==> src/rtl/frame_writer.sv <==
`timescale 1ns/1ps
// frame_writer: draws single pixels into the next frame buffer in SRAM as
// read-modify-write of a 4-pixel word, and optionally clears the whole next
// buffer at each frame start. SRAM ownership comes from an external arbiter.
//
// Build option: define FRAME_WRITER_CLEAR_EN to compile in the frame-start
// clear engine (CLEAR state, pending-clear flag). Without it frame_start is
// ignored and clear_busy is constant 0.
module frame_writer #(
  parameter int         H_PIXELS = 640,
  parameter int         V_LINES  = 480,
  parameter logic [3:0] BG_COLOR = 4'h0
) (
  input  logic        Clk,
  input  logic        Reset_N,
  input  logic        even_frame,
  input  logic        frame_start,
  input  logic        pixel_valid,
  output logic        pixel_ready,
  input  logic [9:0]  pixel_x,
  input  logic [9:0]  pixel_y,
  input  logic [3:0]  pixel_color,
  output logic        sram_req,
  input  logic        sram_gnt,
  output logic [19:0] SRAM_ADDRESS,
  output logic [15:0] Data_to_SRAM,
  input  logic [15:0] Data_from_SRAM,
  output logic        SRAM_WE_N,
  output logic        SRAM_OE_N,
  output logic        clear_busy
);

  typedef enum logic [2:0] {
    S_IDLE    = 3'd0,
    S_RD      = 3'd1,
    S_RD_WAIT = 3'd2,
    S_WR      = 3'd3
`ifdef FRAME_WRITER_CLEAR_EN
    ,
    S_CLEAR   = 3'd4
`endif
  } state_t;

  state_t      state_reg;
  logic        buf_reg;     // buffer being written (latched ~even_frame)
  logic [9:0]  row_reg;     // pixel row, or clear row counter
  logic [7:0]  word_reg;    // word within row, or clear word counter
  logic [1:0]  nib_reg;     // nibble of the word that the pixel occupies
  logic [3:0]  color_reg;
  logic [15:0] wdata_reg;   // word to write: merged pixel word or clear pattern
  logic [15:0] merged;
  logic        pix_in_range;
  logic        pix_accept;

  // Address and write data come straight from registers; only the strobes
  // depend on the grant so the pins stay quiet while the arbiter says no.
  assign SRAM_ADDRESS = {1'b0, buf_reg, row_reg, word_reg};
  assign Data_to_SRAM = wdata_reg;
  assign sram_req     = (state_reg != S_IDLE);
  assign SRAM_OE_N    = !(sram_gnt && ((state_reg == S_RD) || (state_reg == S_RD_WAIT)));

  assign pix_in_range = (32'(pixel_x) < H_PIXELS) && (32'(pixel_y) < V_LINES);
  assign pix_accept   = pixel_valid && pixel_ready && pix_in_range;

  // Replace the addressed nibble of the word read back with the new colour.
  genvar gi;
  generate
    for (gi = 0; gi < 4; gi++) begin : g_merge
      assign merged[4*gi +: 4] = (nib_reg == 2'(gi)) ? color_reg : Data_from_SRAM[4*gi +: 4];
    end
  endgenerate

`ifdef FRAME_WRITER_CLEAR_EN
  localparam logic [7:0] WORD_LAST = 8'(H_PIXELS/4 - 1);
  localparam logic [9:0] ROW_LAST  = 10'(V_LINES - 1);

  logic pend_reg;     // frame_start seen during a pixel access
  logic start_clear;

  assign pixel_ready = (state_reg == S_IDLE) && !frame_start;
  assign SRAM_WE_N   = !(sram_gnt && ((state_reg == S_WR) || (state_reg == S_CLEAR)));
  assign clear_busy  = (state_reg == S_CLEAR) || pend_reg;

  // A clear (re)starts from IDLE or CLEAR immediately, or right after a
  // completed pixel write when a frame_start arrived during that access.
  always_comb begin
    start_clear = 1'b0;
    case (state_reg)
      S_IDLE, S_CLEAR: start_clear = frame_start;
      S_WR:            start_clear = sram_gnt && (frame_start || pend_reg);
      default:         start_clear = 1'b0;
    endcase
  end
`else
  logic unused_frame_start;

  assign unused_frame_start = frame_start;
  assign pixel_ready        = (state_reg == S_IDLE);
  assign SRAM_WE_N          = !(sram_gnt && (state_reg == S_WR));
  assign clear_busy         = 1'b0;
`endif

  // Main FSM: pixel read-modify-write sequencing and the clear sweep.
  always_ff @(posedge Clk or negedge Reset_N) begin
    if (!Reset_N) begin
      state_reg <= S_IDLE;
      buf_reg   <= 1'b0;
      row_reg   <= '0;
      word_reg  <= '0;
      nib_reg   <= '0;
      color_reg <= '0;
      wdata_reg <= '0;
`ifdef FRAME_WRITER_CLEAR_EN
      pend_reg  <= 1'b0;
`endif
    end else begin
      case (state_reg)
        S_IDLE: begin
          // Out-of-range pixels are consumed here without touching SRAM.
          if (pix_accept) begin
            state_reg <= S_RD;
            buf_reg   <= ~even_frame;
            row_reg   <= pixel_y;
            word_reg  <= pixel_x[9:2];
            nib_reg   <= pixel_x[1:0];
            color_reg <= pixel_color;
          end
        end
        S_RD: begin
          if (sram_gnt) begin
            state_reg <= S_RD_WAIT;
          end
        end
        S_RD_WAIT: begin
          // Read data is valid now; a lost grant means it may be stale.
          if (sram_gnt) begin
            wdata_reg <= merged;
            state_reg <= S_WR;
          end else begin
            state_reg <= S_RD;
          end
        end
        S_WR: begin
          if (sram_gnt) begin
            state_reg <= S_IDLE;
          end else begin
            state_reg <= S_RD;
          end
        end
`ifdef FRAME_WRITER_CLEAR_EN
        S_CLEAR: begin
          if (sram_gnt) begin
            if (word_reg == WORD_LAST) begin
              word_reg <= '0;
              if (row_reg == ROW_LAST) begin
                state_reg <= S_IDLE;
              end else begin
                row_reg <= row_reg + 10'd1;
              end
            end else begin
              word_reg <= word_reg + 8'd1;
            end
          end
        end
`endif
        default: state_reg <= S_IDLE;
      endcase
`ifdef FRAME_WRITER_CLEAR_EN
      // Clear start overrides whatever the case above chose.
      if (start_clear) begin
        state_reg <= S_CLEAR;
        buf_reg   <= ~even_frame;
        row_reg   <= '0;
        word_reg  <= '0;
        wdata_reg <= {4{BG_COLOR}};
        pend_reg  <= 1'b0;
      end else if (frame_start && ((state_reg == S_RD) || (state_reg == S_RD_WAIT) ||
                                   (state_reg == S_WR))) begin
        pend_reg <= 1'b1;
      end
`endif
    end
  end

endmodule

==> config.mk <==
export PLATFORM = sky130hd
export DESIGN_NAME = frame_writer
export DESIGN_NICKNAME = d
export VERILOG_FILES = /design/src/rtl/frame_writer.sv
export SDC_FILE = /design/constraint.sdc
export NUM_CORES = 1
export LEC_CHECK = 0
export ABC_CLOCK_PERIOD_IN_PS = 1900
export CORE_MARGIN = 2
export CORE_UTILIZATION = 42
export CTS_CLUSTER_SIZE = 28
export DETAILED_ROUTE_END_ITERATION = 8
export HOLD_SLACK_MARGIN = 0.1
export PLACE_DENSITY_LB_ADDON = 0.08
export SLEW_MARGIN = 20
export SYNTH_ARGS = -nofsm -noshare
export SYNTH_HDL_FRONTEND = slang
export SYNTH_SLANG_ARGS = --single-unit
==> constraint.sdc <==
create_clock -name Clk -period 1.9 [get_ports Clk]
set_clock_uncertainty 0.05 [all_clocks]
set_input_delay 0.285 -clock Clk [delete_from_list [all_inputs] [get_ports Clk]]
set_output_delay 0.285 -clock Clk [all_outputs]
set_load 0.01 [all_outputs]
==> flow_metrics.tcl <==
set metrics [dict create \
    outcome "finished clean" \
    nets 294 \
    worst_setup_path_start_kind "register" \
    yosysWarnings 0 \
    htree_levels 2 \
    r2r_end "word_reg[3]" \
    ioPinCount 87 \
    die_y_um 72.7 \
    num_rows 24 \
    drcViolationCount 0 \
    cp-end-kind "output pin" \
    setup_viol_count_final 0 \
    io_buffers 83 \
    fmax_mhz 575 \
    path_clk_slew_ps 80 \
    mostFrequentLayoutCell "clkdlybuf4s50_1" \
    largest_reg_flops 16 \
    dp.final_hpwl_um 3540 \
    fin_crit_sh 0.915 \
    finalWirelength_um 4690 \
    clock-sinks 43 \
    dr.pass1.iters 4 \
    ys_seq_area_frac 0.543 \
    antenna_cells 0 \
    grt_setup_unrepaired "false" \
    grt-ovfl-total 0 \
    clock_latency_ps 290 \
    grt_pass1_vias 1599 \
    tightest_slew_ps 539 \
    globalRouteTotalUtil 0.185 \
    clkPwrFrac 0.155 \
    p_comb_frac 0.486 \
    cp_slowest_stage_delay_ps 410 \
    net-switching-power_mw 1.52 \
    max_slew_margin 0.640 \
    crit_required_ps 1560 \
    gp_congestion 0.778 \
    p_leak_nw 1.37 \
    via_per_inst 5.06 \
    holdCritPathClass "reg -> reg" \
    antenna_found_initial 0 \
    synth-seq-cells 43 \
    syn_inst 156 \
    synth.top_cell.area_share 0.543 \
    routedWlPerCell_um 15.8 \
    netlist_area_um2 1980 \
    grt_max_degree 33 \
    path_delay_family "flip-flops" \
    hold_end "buf_reg" \
    intPower_mw 3.18 \
    fin_setup_tns_ps 0 \
    final_antenna_net_count 0 \
    netSwitchingFraction 0.324 \
    netlist_top_cells_area "dfrtp_1 (54%), mux2_4 (13%), mux2i_1 (8.1%)" \
    slew_viol_final 0 \
    cts_buffers 5 \
    ir_worst_vdd_mv 0.732 \
    fin_util 0.677 \
    vias 1503 \
    synth_top_area_cell "dfrtp_1" \
    clockBufferDepth 2 \
    areaGrowthSynthToFinish_pct 51.7 \
    path_class "reg -> out" \
    layout_common_cells "clkdlybuf4s50_1 (78), dfrtp_1 (43), nor2_1 (19), mux2_4 (17), a21oi_1 (17)" \
    drive_gt1_frac 0.163 \
    r2r_start "state_reg[0]" \
    cts_tree "done" \
    total_power_mw 4.70 \
    path_cells "inv_1 > ha_4 > nand2_1 > dlygate4sd2_1" \
    worstPathMaxFanout 4 \
    syn-mean-instance-area_um2 12.7 \
    min_path_cells 2 \
    cp_num_buf_inv 2 \
    synth.distinct_cells 27 \
    core_um2 4440 \
    drtIter0Drc 81 \
    seq_power_share 0.359 \
    dieArea_um2 5280 \
    crit_path_top_delay_cell "dfrtp_1" \
    fp.dieW_um 72.7 \
    initial_core_util 0.446 \
    worst_r2r_path_depth 5 \
    cp.arrival_ps 1400 \
    finalHoldViolations 0 \
    worstHoldStart "buf_reg" \
    root_buffer "clkbuf_8" \
    dpl_cell_area_um2 2860 \
    maxCapViolations 0 \
    power.density_nw_per_um2 1560 \
    stdcell_area_um2 3010 \
    grt_pass1_wl_um 7420 \
    fin_crit_ps 1740 \
    r2r_slack_ps 340 \
]
## tightest hold or removal path: cells and delay by family (launching register included)
kind             cells  cell delay (ps)
AND/OR/NAND/NOR      1               50
flip-flops           1              350
AO/OA/AOI/OAI        1               60
## routing by layer
metal  global-route usage  routed length, um
met1                0.218               1810
met2                0.319               2490
met3               0.0552                302
met4               0.0700                 76
met5                    0                  0
## synth_stat cells
library cell  number
a31oi_1            1
conb_1             1
mux2_4            17
nor2b_2            1
inv_1              4
o32a_1             2
nor2_1            19
nand4_4            1
dfrtp_1           43
nand3_1            1
a21oi_1           17
o21ai_0            1
nand2_1            4
buf_2              4
nand4_2            1
o21ai_2            1
clkbuf_2           1
nand2b_1           1
and2_1             2
clkbuf_1           1
o22a_1             4
mux2_2             2
ha_1               4
buf_4              3
buf_6              2
nor2b_1            2
mux2i_1           16
## metrics by stage
| stage | hold WS, ps | cells | worst slack [ps] |
|---|---|---|---|
| CTS | 442 | 296 | 10.5 |
| finish | 437 | 297 | 161 |
| detailed placement | 239 | 287 | 14.0 |
| floorplan | -60.6 | 157 | 346 |
| global route | 477 | 297 | 95.6 |
| global placement | 230 | 287 | 68.6 |
## how the worst max path moves through the flow
stage / startpoint / endpoint / slack, ps / depth (start not counted)
final: state_reg[0] / SRAM_OE_N / 160 / 4
after floorplan: state_reg[0] / color_reg[0] / 350 / 5
after CTS: state_reg[0] / SRAM_WE_N / 10 / 3
after global routing: state_reg[0] / SRAM_OE_N / 100 / 4
after global placement: pixel_x[8] / row_reg[3] / 70 / 5
after detailed placement: pixel_x[8] / row_reg[1] / 10 / 5
## cells by family (layout without fill, tap and decap cells)
group	Yosys count	count (layout)	synth area share
adders and majority gates	4	4	0.0253
and+or+nand+nor	32	32	0.0833
DFF	43	43	0.543
other	1	2	0.00189
AOI/OAI and AO/OA	26	26	0.0808
muxes	35	35	0.221
buffers and inverters	15	103	0.0448
## area by class of cell
| class | instances | area, um^2 |
|---|---|---|
| fill | 335 | 1440 |
| sequential | 43 | 1080 |
| timing repair buffer | 91 | 900 |
| multi-input combinational | 99 | 833 |
| clock buffer | 6 | 82.6 |
| tap | 52 | 65.1 |
| clock inverter | 2 | 35.0 |
| inverter | 4 | 15.0 |
## repair_timing
| item | 4_1_cts | 5_1_grt |
|---|---|---|
| setup endpoints to repair | 3 | 1 |
| pin swaps | 0 | 0 |
| buffers inserted | 0 | 1 |
| hold buffers | 1 | 0 |
| gates resized for setup | 5 | 1 |
| hold endpoints to repair | 23 | 0 |
| gates cloned | 0 | 0 |
## power groups by stage
stage	sequential [mW]	clock (mW)	combinational, mW
after floorplan	1.81	0	1.02
after global placement	1.67	0	2.21
after detailed placement	1.70	0	2.27
after CTS	1.69	0.742	2.30
after global routing	1.74	0.782	2.48
final	1.69	0.729	2.28
Note: power is estimated with default switching activity, not from simulation.
